--- src/rtl/display_timing_gen.sv ---
// Display timing generator: free-running raster counters with registered
// sync, data-enable, line/frame pulses and a frame counter. Position and
// decodes are computed together from the next position, so every output
// describes the same pixel in the cycle it is presented.
module display_timing_gen #(
  parameter int   CORDW  = 12,
  parameter int   H_RES  = 1024,
  parameter int   H_FP   = 160,
  parameter int   H_SYNC = 20,
  parameter int   H_BP   = 140,
  parameter int   V_RES  = 600,
  parameter int   V_FP   = 12,
  parameter int   V_SYNC = 3,
  parameter int   V_BP   = 20,
  parameter logic H_POL  = 1'b0,
  parameter logic V_POL  = 1'b0,
  parameter int   FCW    = 8
) (
  input  logic                    clk_pix,
  input  logic                    rst_n,
  input  logic                    en,
  input  logic                    resync,
  output logic signed [CORDW-1:0] sx,
  output logic signed [CORDW-1:0] sy,
  output logic                    hsync,
  output logic                    vsync,
  output logic                    de,
  output logic                    line,
  output logic                    frame,
  output logic [FCW-1:0]          fcnt
);

  localparam int H_STA_I = -(H_FP + H_SYNC + H_BP);
  localparam int V_STA_I = -(V_FP + V_SYNC + V_BP);
  localparam int CMIN    = -(2 ** (CORDW - 1));
  localparam int CMAX    = (2 ** (CORDW - 1)) - 1;

  // Refuse to build when the blanking interval or active area does not fit
  // the signed coordinate width.
  if (H_STA_I < CMIN || V_STA_I < CMIN || H_RES - 1 > CMAX || V_RES - 1 > CMAX) begin : g_bad_cordw
    $error("display_timing_gen: timing does not fit in CORDW signed bits");
  end

  localparam logic signed [CORDW-1:0] H_STA  = CORDW'(H_STA_I);
  localparam logic signed [CORDW-1:0] H_END  = CORDW'(H_RES - 1);
  localparam logic signed [CORDW-1:0] V_STA  = CORDW'(V_STA_I);
  localparam logic signed [CORDW-1:0] V_END  = CORDW'(V_RES - 1);
  localparam logic signed [CORDW-1:0] HS_BEG = CORDW'(H_STA_I + H_FP);
  localparam logic signed [CORDW-1:0] HS_END = CORDW'(H_STA_I + H_FP + H_SYNC);
  localparam logic signed [CORDW-1:0] VS_BEG = CORDW'(V_STA_I + V_FP);
  localparam logic signed [CORDW-1:0] VS_END = CORDW'(V_STA_I + V_FP + V_SYNC);

  logic signed [CORDW-1:0] sx_q, sx_d, sy_q, sy_d;
  logic                    hsync_q, hsync_d, vsync_q, vsync_d, de_q, de_d;
  logic                    line_q, line_d, frame_q, frame_d;
  logic [FCW-1:0]          fcnt_q, fcnt_d;

  // Next position, pulses and decodes; held cycles keep the decode registers
  // as they are so the reset state (de=0 at H_END/V_END) survives until the
  // first advance.
  always_comb begin
    sx_d    = sx_q;
    sy_d    = sy_q;
    hsync_d = hsync_q;
    vsync_d = vsync_q;
    de_d    = de_q;
    line_d  = 1'b0;
    frame_d = 1'b0;
    fcnt_d  = fcnt_q;

    if (resync) begin
      sx_d    = H_STA;
      sy_d    = V_STA;
      line_d  = 1'b1;
      frame_d = 1'b1;
    end else if (en) begin
      if (sx_q == H_END) begin
        sx_d   = H_STA;
        line_d = 1'b1;
        if (sy_q == V_END) begin
          sy_d    = V_STA;
          frame_d = 1'b1;
        end else begin
          sy_d = sy_q + CORDW'(1);
        end
      end else begin
        sx_d = sx_q + CORDW'(1);
      end
    end

    if (resync || en) begin
      hsync_d = (sx_d >= HS_BEG && sx_d < HS_END) ? H_POL : ~H_POL;
      vsync_d = (sy_d >= VS_BEG && sy_d < VS_END) ? V_POL : ~V_POL;
      de_d    = !sx_d[CORDW-1] && !sy_d[CORDW-1];
    end

    // A resync landing on a natural wrap still yields a single frame pulse,
    // so one increment per pulse is enough.
    if (frame_d) begin
      fcnt_d = fcnt_q + FCW'(1);
    end
  end

  // Output registers with asynchronous reset to the pre-frame state.
  always_ff @(posedge clk_pix or negedge rst_n) begin
    if (!rst_n) begin
      sx_q    <= H_END;
      sy_q    <= V_END;
      hsync_q <= ~H_POL;
      vsync_q <= ~V_POL;
      de_q    <= 1'b0;
      line_q  <= 1'b0;
      frame_q <= 1'b0;
      fcnt_q  <= '1;
    end else begin
      sx_q    <= sx_d;
      sy_q    <= sy_d;
      hsync_q <= hsync_d;
      vsync_q <= vsync_d;
      de_q    <= de_d;
      line_q  <= line_d;
      frame_q <= frame_d;
      fcnt_q  <= fcnt_d;
    end
  end

  assign sx    = sx_q;
  assign sy    = sy_q;
  assign hsync = hsync_q;
  assign vsync = vsync_q;
  assign de    = de_q;
  assign line  = line_q;
  assign frame = frame_q;
  assign fcnt  = fcnt_q;

endmodule

--- config.mk ---
export PLATFORM = sky130hd
export DESIGN_NAME = display_timing_gen
export DESIGN_NICKNAME = d
export VERILOG_FILES = /design/src/rtl/display_timing_gen.sv
export SDC_FILE = /design/constraint.sdc
export NUM_CORES = 1
export LEC_CHECK = 0
export BUFFER_PORTS_ARGS = -buffer_cell sky130_fd_sc_hd__buf_2
export CAP_MARGIN = 0
export CORE_MARGIN = 10
export CORE_UTILIZATION = 49
export CTS_CLUSTER_DIAMETER = 30
export DETAILED_ROUTE_END_ITERATION = 8
export PLACE_DENSITY = 0.75
export SETUP_SLACK_MARGIN = 0.15
export SKIP_LAST_GASP = 1
export SLEW_MARGIN = 20
export SYNTH_ARGS = -nofsm -noshare
export SYNTH_HDL_FRONTEND = slang
export SYNTH_SLANG_ARGS = --single-unit
export TNS_END_PERCENT = 5
--- constraint.sdc ---
create_clock -name clk_pix -period 2.37 [get_ports clk_pix]
set_clock_uncertainty 0.1 [all_clocks]
set_input_delay 0.3555 -clock clk_pix [delete_from_list [all_inputs] [get_ports clk_pix]]
set_output_delay 0.3555 -clock clk_pix [all_outputs]
set_load 0.01 [all_outputs]
==> key figures, run 1 <==
Critical path
  – R2R cell count: 7
  – Highest net fanout along the worst path: 5
  – Crit path to: fcnt[7]$_DFFE_PN1P_
  – Critical path endpoint category: register
  – Data required time at the worst endpoint: approximately 2.5 ns
  – Flop-to-flop setup slack: roughly 0.16 ns
  – Crit path from: sy[9]$_DFF_PN1_
  – Setup Crit Path Kind: reg2reg
  – Capture point of the worst reg-to-reg path: fcnt[7]$_DFFE_PN1P_
  – CP Launch Type: register
  – Worst Path Arrival: roughly 2.3 ns
  – Reg2reg start: sy[9]$_DFF_PN1_

Synth
  – Synth cell count leaders: 26 x dfstp_2, 25 x nand2_1, 18 x nor2_1
  – Largest cells by area after synthesis: dfstp_2 34%, dfrtp_1 14%, xnor2_1 7.3%
  – Post-Syn Nets: between 200 and 250
  – Count leader, synth: dfstp_2
  – Most used DFF post-synth: dfstp_2
  – Post-Syn Area: just over 0.002 mm2
  – Sequential area share after synthesis: between 40% and 50%
  – Average cell area after synthesis: between 9 and 10 um2
  – Largest area contributor in the netlist: dfstp_2
  – Post-Syn Instances: 206
  – FFs w/ async S/R, synth: between 90% and 100%
  – Number of synthesized flops with an enable pin: 0
  – Syn. warnings: 0
  – #FFs+latches synth: 37
  – Synth unique cells: 45
  – Top cell type's share of synthesized area: approximately 34%

Global routing
  – Vias in the first global route: around 1800
  – Global-route wire length before repair: approximately 8900 um
  – Global route overflow: 0
  – Initial antenna violation count: 0
  – Total GRT Usage: approximately 15%
  – Largest net degree at the start of global routing: 38

Run status
  – Status: finished, final reports clean

Floorplanning
  – Initial Util: 50.7%
  – Die area: 0.00711 mm2
  – IO Count: just over 40
  – Core Region: ~0.004 mm2
  – Die Y: between 80 and 90 um
  – Row Count: 23
  – Die width: ~84 um

Timing
  – Final setup vio count: 0
  – Final min period: 2.21 ns
  – Max-slew headroom at the worst pin: between 40% and 50%
  – Final hold violations: 0
  – Max Fclk: about 450 MHz
  – Unrepaired setup endpoints after global routing: yes
  – Crit share post-route: 93.1%
  – Slew Limit Fails: 0
  – Worst-margin pin slew: 0.813 ns
  – Setup TNS: 0 ns

CTS
  – CTS clk-pin slew, worst paths: 0.08 ns
  – H-tree depth: 2
  – CTS Hold Bufs: 0
  – CTS sink cnt: 37
  – Clock root cell: clkbuf_8
  – Clock latency on the worst-skew pair: slightly below 0.3 ns
  – CTS tree: yes
  – Worst-case clock buffer depth: 2
  – CTS buffer count: 5

Power
  – Peak VDD IR: 0.000489 V
  – Pwr Total: 1610 uW
  – Pwr per Cell Area: ~600 mW/mm2
  – Leak: ~0.0011 uW

Detailed routing
  – WL/cell: between 15 and 20 um
  – Initial DRC Count: about 110
  – Via-to-Cell Ratio: between 5 and 6
  – Drt first pass iters: 5
  – Post-route DRC violation count: 0
  – Post-route ant nets: 0
  – Wirelength, routed: ~5500 um
  – Vias: between 1500 and 2000

Placement
  – Final HPWL DP: about 3800 um
  – DP Cell Count: ~310
  – Port Buffers: 40
  – Placer congestion estimate: 0.910

Cells and area
  – Fillers: approximately 310
  – Nets: around 290
  – Storage element area: about 960 um2
  – Multi-input gate area: between 0.001 and 0.0015 mm2
  – Ant. Diodes: 0
  – Fin cells: 330
  – Area growth from synthesis to layout: 32.1%
  – Fraction of layout cells with a size suffix above 1: 43.2%

Min path
  – Worst min path class: in2async

Flow run
  – Max_cap viols: 0
layout by cell type, fill, tap and decap left out, drive strengths merged, types with 4 or more instances in the layout:
cell type and instances:
dfstp 26, nand4 7, nand2b 4, o21ai 6
nand2 25, a21oi 6, and3 8, nor4 5
xnor2 17, nor2 18, buf 74, xor2 10
nor3 6, dfrtp 11, clkbuf 6, a31oi 4
nand3 14
report_power, final:
group / internal (uW) / total (uW) / switching (uW)
clock network: 312 / 531 / 218
registers: 739 / 805 / 65.8
logic: 127 / 270 / 143
total: 1180 / 1610 / 427
through the flow:
| step | setup slack [ns] | area (um2) | utilization [%] | hold slack [ns] |
|---|---|---|---|---|
| after floorplan | 0.112 | 2060 | - | -0.0401 |
| after global placement | 0.123 | 2410 | 60.4 | 0.374 |
| after detailed placement | 0.0368 | 2410 | 60.4 | 0.390 |
| after CTS | 0.115 | 2620 | 65.6 | 0.0748 |
| after global routing | 0.0601 | 2680 | 66.9 | 0.107 |
| final | 0.163 | 2680 | 66.9 | 0.0637 |
layer usage:
layer  track usage [%]  wire length (um)
met1              17.8              2370
met2              24.7              2650
met3              5.12               397
met4              6.24                81
met5                 0                 0
area by class of cell:
class / instances / share of cell area [%]
Clock buffer: 6 / 2.71
Clock inverter: 2 / 1.31
Inverter: 3 / 0.421
Multi-Input combinational cell: 158 / 40.3
Sequential cell: 37 / 35.8
Tap cell: 50 / 2.34
Timing Repair Buffer: 74 / 17.1
worst max-delay path, stage by stage, from the launching register on:
cell	delay (ns)
dfstp_2	0.53
or4b_4	0.48
nor4_4	0.32
a21oi_2	0.12
inv_2	0.11
and3_4	0.21
nand4_1	0.11
xnor2_1	0.16
state kept, by name (all words and copies together), names as in the netlist:
register and count:
de 1, fcnt 8, frame 1, hsync 1, line 1, sx 12, sy 12, vsync 1
kinds of logic after synthesis:
kind of cell	Yosys count	synth area share (%)
compound gates	26	8.58
xor+xnor	27	11.7
fa+ha+maj	3	1.85
buf+inv	11	2.22
flops	37	47.3
mux	1	0.556
simple gates	101	27.8
how the worst min path moves through the flow:
stage / from / to / slack [ns] / cells after the start
after floorplan: rst_n / de$_DFFE_PN0P_ / -0.04 / 0
after global placement: fcnt[7]$_DFFE_PN1P_ / fcnt[7]$_DFFE_PN1P_ / 0.37 / 1
after detailed placement: rst_n / sx[10]$_DFF_PN0_ / 0.39 / 1
after CTS: rst_n / line$_DFF_PN0_ / 0.07 / 1
after global routing: rst_n / sy[11]$_DFF_PN0_ / 0.11 / 1
final: rst_n / sx[10]$_DFF_PN0_ / 0.06 / 1
what timing repair did:
action,CTS,global route
gates resized for setup,2,4
setup endpoints to repair,6,10
setup buffers,11,5
pin swaps,9,4
gates cloned,0,0
(Power assumes the default switching activity.)
==> run 2, diff against run 1 <==
- CORE_UTILIZATION: 49 -> 51
- CTS_BUF_LIST: not set -> sky130_fd_sc_hd__clkbuf_2 sky130_fd_sc_hd__clkbuf_4 sky130_fd_sc_hd__clkbuf_8
- PLACE_DENSITY: 0.75 -> 0.78
==> key figures, run 2 (synthesis results as in run 1) <==
Run status
  – Status: finished, final reports clean (unchanged)

CTS
  – CTS buffer count: 5 (unchanged)
  – CTS tree: yes (unchanged)
  – Worst-case clock buffer depth: 2 (unchanged)
  – CTS sink cnt: 37 (unchanged)
  – Clock root cell: clkbuf_8 (unchanged)
  – CTS clk-pin slew, worst paths: 0.07 ns (was 0.08 ns)
  – H-tree depth: 2 (unchanged)
  – Clock latency on the worst-skew pair: 0.29 ns (about the same)

Floorplanning
  – IO Count: 41 (unchanged)
  – Row Count: 22 (was 23)
  – Die Y: 83.0 um (was 84.3 um)
  – Initial Util: 54.1% (was 50.7%)
  – Die area: 0.00690 mm2 (was 0.00711 mm2)
  – Core Region: 0.00374 mm2 (was 0.00400 mm2)
  – Die width: 83.0 um (was 84.3 um)

Critical path
  – Setup Crit Path Kind: reg2reg (unchanged)
  – Reg2reg start: sx[5]$_DFF_PN1_ (was sy[9]$_DFF_PN1_)
  – Critical path endpoint category: register (unchanged)
  – Flop-to-flop setup slack: 0.06 ns (was 0.16 ns)
  – Data required time at the worst endpoint: 2.48 ns (about the same)
  – R2R cell count: 6 (was 7)
  – Crit path from: sx[5]$_DFF_PN1_ (was sy[9]$_DFF_PN1_)
  – CP Launch Type: register (unchanged)
  – Highest net fanout along the worst path: 4 (was 5)
  – Worst Path Arrival: 2.41 ns (was 2.32 ns)

Placement
  – Placer congestion estimate: 0.891 (was 0.910)
  – Final HPWL DP: 3590 um (was 3790 um)
  – Dpl cell area: 0.00239 mm2 (was 0.00241 mm2)
  – Port Buffers: 40 (unchanged)
  – Post-place setup slack: 0.0536 ns (was 0.0368 ns)

Detailed routing
  – Via-to-Cell Ratio: 5.64 (was 5.46)
  – Initial DRC Count: 66 (was 114)
  – Drt first pass iters: 4 (was 5)
  – Post-route DRC violation count: 0 (unchanged)
  – Post-route ant nets: 0 (unchanged)
  – WL/cell: 16.2 um (was 16.7 um)
  – Vias: 1804 (was 1802)
  – Wirelength, routed: 5180 um (was 5500 um)

Global routing
  – Global-route wire length before repair: 8830 um (was 8940 um)
  – Total GRT Usage: 15.0% (was 15.2%)
  – Largest net degree at the start of global routing: 38 (unchanged)
  – Global route overflow: 0 (unchanged)
  – Initial antenna violation count: 0 (unchanged)
  – Vias in the first global route: 1861 (was 1837)

Timing
  – Unrepaired setup endpoints after global routing: yes (unchanged)
  – Final hold violations: 0 (unchanged)
  – Max-slew headroom at the worst pin: 47.7% (was 45.8%)
  – Crit share post-route: 97.3% (was 93.1%)
  – Final min period: 2.31 ns (was 2.21 ns)
  – Worst-margin pin slew: 0.785 ns (was 0.813 ns)
  – Final WS setup: 0.0634 ns (was 0.163 ns)
  – Slew Limit Fails: 0 (unchanged)
  – Final setup vio count: 0 (unchanged)
  – Setup TNS: 0 ns (unchanged)
  – Max Fclk: 434 MHz (was 453 MHz)

Power
  – Peak VDD IR: 0.000506 V (was 0.000489 V)
  – Clock network power share: 35.2% (was 33.1%)
  – Int Power: 1200 uW (was 1180 uW)
  – Seq pwr share: 49.3% (was 50.1%)
  – Leak: 0.00108 uW (was 0.00112 uW)
  – Net Switching: 420 uW (was 427 uW)
  – Comb pwr share: 15.5% (was 16.8%)
  – Switch share: 25.9% (was 26.6%)
  – Pwr per Cell Area: 614 mW/mm2 (was 599 mW/mm2)
  – Pwr Total: 1620 uW (was 1610 uW)

Cells and area
  – Most common cell after layout, fill and taps aside: buf_2 (unchanged)
  – Fin util: 70.4% (was 66.9%)
  – Finished layout cell area: 0.00264 mm2 (was 0.00268 mm2)
  – Area growth from synthesis to layout: 30.1% (was 32.1%)
  – Most frequent cells in the layout: 40 x buf_2, 26 x dfstp_2, 26 x buf_4 (was 40 x buf_2, 33 x buf_4, 26 x dfstp_2)
  – Ant. Diodes: 0 (unchanged)
  – Nets: 278 (was 286)
  – Fraction of layout cells with a size suffix above 1: 43.0% (was 43.2%)

Min path
  – Worst min path class: in2async (unchanged)

Flow run
  – Max_cap viols: 0 (unchanged)
==> run 2: power by group through the flow <==
stage               Sequential, uW  Combinational, uW  Clock [uW]
floorplan                      836                111           0
global placement               809                246           0
detailed placement             810                252           0
CTS                            798                258         585
global route                   812                281         616
finish                         798                251         569
==> run 2: path summary, 6_finish.rpt <==
path	to
max reg2reg	vsync$_DFFE_PN1P_
min reg2reg	fcnt[7]$_DFFE_PN1P_
min	line$_DFF_PN0_
max in group asynchronous	sy[10]$_DFF_PN0_
min in group clk_pix	sx[1]$_DFF_PN1_
max	vsync$_DFFE_PN1P_
==> run 2: repair_timing <==
action                                  in CTS  in global routing
pin swaps                                    7                  6
gates cloned                                 0                  0
gates resized for setup                      2                  6
buffers inserted                             7                  4
endpoints found under the setup margin       5                 11
hold buffers                                 0                  0
==> run 2: final cells by class <==
cell class              instances  area, um2
clock buffers                   6       82.6
clock inverters                 2       37.5
fillers                       288       1110
inverters                       3       11.3
multi-input cells             158       1090
flip-flops and latches         37        958
well taps                      48       60.1
repair buffers                 66        395
==> run 2: layer usage <==
layer,global-route usage (%),vias up,wire length (um)
met5,0,-,0
met3,5.37,13,371
met4,5.54,0,119
met1,17.8,857,2300
met2,24.1,67,2390
li1,-,867,-
==> run 2: stage by stage <==
stage | hold slack [ns] | std cells
after detailed placement | 0.385 | 301
after CTS | 0.0633 | 316
final | 0.0434 | 320
after global routing | 0.0859 | 320
after floorplan | -0.0401 | 206
after global placement | 0.374 | 301
==> run 2: critical path, stage by stage, from the launching register on <==
cell and delay [ns]:
dfstp_2 0.56, nand4_1 0.20, or4_4 0.58, nor4_4 0.25
o211ai_1 0.14, o2bb2ai_1 0.17, a31oi_1 0.22
==> run 3, diff against run 2 <==
--- a/constraint.sdc
+++ b/constraint.sdc
@@ -4,2 +4,2 @@
 set_output_delay 0.3555 -clock clk_pix [all_outputs]
-set_load 0.01 [all_outputs]
+set_load 0.05 [all_outputs]
==> key figures, run 3 (synthesis results as in run 1) <==
Critical path
  – R2R cell count: 6 (unchanged)
  – Crit-path max cell delay: 0.66 ns (was 0.58 ns)
  – Critical path depth: 6 (unchanged)
  – CP top delay family: simple AND/OR/NAND/NOR gates (unchanged)
  – Worst Path Arrival: 2.52 ns (was 2.41 ns)
  – Data required time at the worst endpoint: 2.49 ns (was 2.48 ns)
  – CP max-delay cell: or4_1 (was or4_4)
  – Setup Crit Path Kind: reg2reg (unchanged)
  – CP Cell Sequence: nand4_2, or4_1, nor4_4, o31ai_1, nor4_2, a31oi_1 (was nand4_1, or4_4, nor4_4, o211ai_1, o2bb2ai_1, a31oi_1)
  – Critical path endpoint category: register (unchanged)
  – Buffers & Inverters on Critical Path: 0 (unchanged)
  – Highest net fanout along the worst path: 5 (was 4)
  – CP Launch Type: register (unchanged)

CTS
  – Setup Buffers After CTS: 0 (was 7)
  – Post-CTS Resized: 0 (was 2)
  – Clock latency on the worst-skew pair: 0.30 ns (was 0.29 ns)
  – CTS buffer count: 5 (unchanged)
  – CTS tree: yes (unchanged)
  – CTS clk-pin slew, worst paths: 0.07 ns (about the same)
  – H-tree depth: 2 (unchanged)
  – CTS Hold Bufs: 0 (unchanged)
  – Worst-case clock buffer depth: 2 (unchanged)
  – Clock root cell: clkbuf_8 (unchanged)
  – CTS sink cnt: 37 (unchanged)

Detailed routing
  – Post-route ant nets: 0 (unchanged)
  – Post-route DRC violation count: 0 (unchanged)
  – Via-to-Cell Ratio: 5.74 (was 5.64)
  – Initial DRC Count: 129 (was 66)
  – Vias: 1813 (was 1804)
  – Wirelength, routed: 5100 um (was 5180 um)
  – WL/cell: 16.1 um (was 16.2 um)
  – Drt first pass iters: 4 (unchanged)

Cells and area
  – Area growth from synthesis to layout: 25.9% (was 30.1%)
  – Ant. Diodes: 0 (unchanged)
  – Fin cells: 316 (was 320)
  – Most frequent cells in the layout: 40 x buf_2, 24 x nand2_1, 22 x buf_4 (was 40 x buf_2, 26 x dfstp_2, 26 x buf_4)
  – Fraction of layout cells with a size suffix above 1: 39.6% (was 43.0%)
  – Fin util: 68.1% (was 70.4%)
  – Finished layout cell area: 0.00255 mm2 (was 0.00264 mm2)
  – Nets: 274 (was 278)
  – Fillers: 292 (was 288)
  – Most common cell after layout, fill and taps aside: buf_2 (unchanged)

Global routing
  – Vias in the first global route: 1718 (was 1861)
  – Largest net degree at the start of global routing: 38 (unchanged)
  – Initial antenna violation count: 0 (unchanged)
  – Total GRT Usage: 14.5% (was 15.0%)
  – Global route overflow: 0 (unchanged)
  – Global-route wire length before repair: 8390 um (was 8830 um)

Placement
  – DP Cell Count: 308 (was 301)
  – Post-place setup slack: 0.000585 ns (was 0.0536 ns)
  – Placer congestion estimate: 0.978 (was 0.891)
  – Port Buffers: 40 (unchanged)
  – Final HPWL DP: 3730 um (was 3590 um)
  – Dpl cell area: 0.00246 mm2 (was 0.00239 mm2)

Floorplanning
  – Die Y: 83.0 um (unchanged)
  – IO Count: 41 (unchanged)
  – Row Count: 22 (unchanged)
  – Die area: 0.00690 mm2 (unchanged)
  – Die width: 83.0 um (unchanged)
  – Initial Util: 54.1% (unchanged)
  – Core Region: 0.00374 mm2 (unchanged)

Timing
  – Crit share post-route: 101% (was 97.3%)
  – Final setup vio count: 2 (was 0)
  – Final hold violations: 0 (unchanged)
  – Final WS setup: -0.0283 ns (was 0.0634 ns)
  – Worst-margin pin slew: 0.789 ns (was 0.785 ns)
  – Slew Limit Fails: 0 (unchanged)
  – Final min period: 2.40 ns (was 2.31 ns)
  – Max-slew headroom at the worst pin: 47.4% (was 47.7%)
  – Max Fclk: 417 MHz (was 434 MHz)
  – Unrepaired setup endpoints after global routing: yes (unchanged)

Run status
  – Status: complete, but fails checks (was finished, final reports clean)
  – Failing checks: negative setup slack

Power
  – Leak: 0.00103 uW (was 0.00108 uW)
  – Peak VDD IR: 0.000815 V (was 0.000506 V)
  – Pwr Total: 1670 uW (was 1620 uW)
  – Pwr per Cell Area: 653 mW/mm2 (was 614 mW/mm2)

Min path
  – Worst min path class: in2async (unchanged)

Flow run
  – Max_cap viols: 0 (unchanged)
-- run 3: cell count changes in the layout (fill, tap and decap cells not counted), moves of 2 or more --
cell      before  now
nor3_1         4    6
clkinv_2       0    2
dfstp_4        0    6
dfstp_2       26   20
nor3_2         2    0
buf_4         26   22
-- run 3: per-stage QoR --
| step | TNS [ns] | hold WS [ns] |
|---|---|---|
| after floorplan | -0.0872 | -0.0401 |
| after global placement | 0 | 0.373 |
| after detailed placement | 0 | 0.384 |
| after CTS | -0.00174 | 0.0663 |
| after global routing | -0.501 | 0.0893 |
| final | -0.0553 | 0.0393 |
-- run 3: cell type report --
cell class | count | area, um2 | area share [%]
Clock buffer | 5 | 68.8 | 2.70
Sequential cell | 37 | 981 | 38.5
Clock inverter | 3 | 17.5 | 0.687
Multi-Input combinational cell | 158 | 1050 | 41.0
Tap cell | 48 | 60.1 | 2.35
Timing Repair Buffer | 62 | 365 | 14.3
Inverter | 3 | 11.3 | 0.441
-- run 3: worst paths after layout --
check,from,endpoint,slack (ns)
min in group clk_pix,resync,sx[4]$_DFF_PN1_,0.29
setup reg to reg,sx[9]$_DFF_PN1_,vsync$_DFFE_PN1P_,-0.03
hold reg to reg,fcnt[7]$_DFFE_PN1P_,fcnt[7]$_DFFE_PN1P_,0.39
max in group asynchronous,rst_n,sy[10]$_DFF_PN0_,1.63
hold / removal,rst_n,sx[11]$_DFF_PN0_,0.04
setup / recovery,sx[9]$_DFF_PN1_,vsync$_DFFE_PN1P_,-0.03
-- run 3: worst reg2reg max path, cell delays in order (launching register included) --
cell and delay, ns:
dfstp_4 0.62, nand4_2 0.17, or4_1 0.66, nor4_4 0.30, o31ai_1 0.12, nor4_2 0.22
a31oi_1 0.11
-- run 3: layer usage --
metal  part of all wire [%]  GRT usage [%]  vias up
li1                       -              -      858
met1                     42           17.6      879
met4                    1.7           7.23        0
met3                    8.2           4.39        6
met2                     48           22.8       70
met5                      0              0        -
-- run 3: report_power, final --
| group | switching, uW | internal, uW |
|---|---|---|
| Combinational | 316 | 114 |
| Clock | 230 | 203 |
| Sequential | 63.4 | 740 |
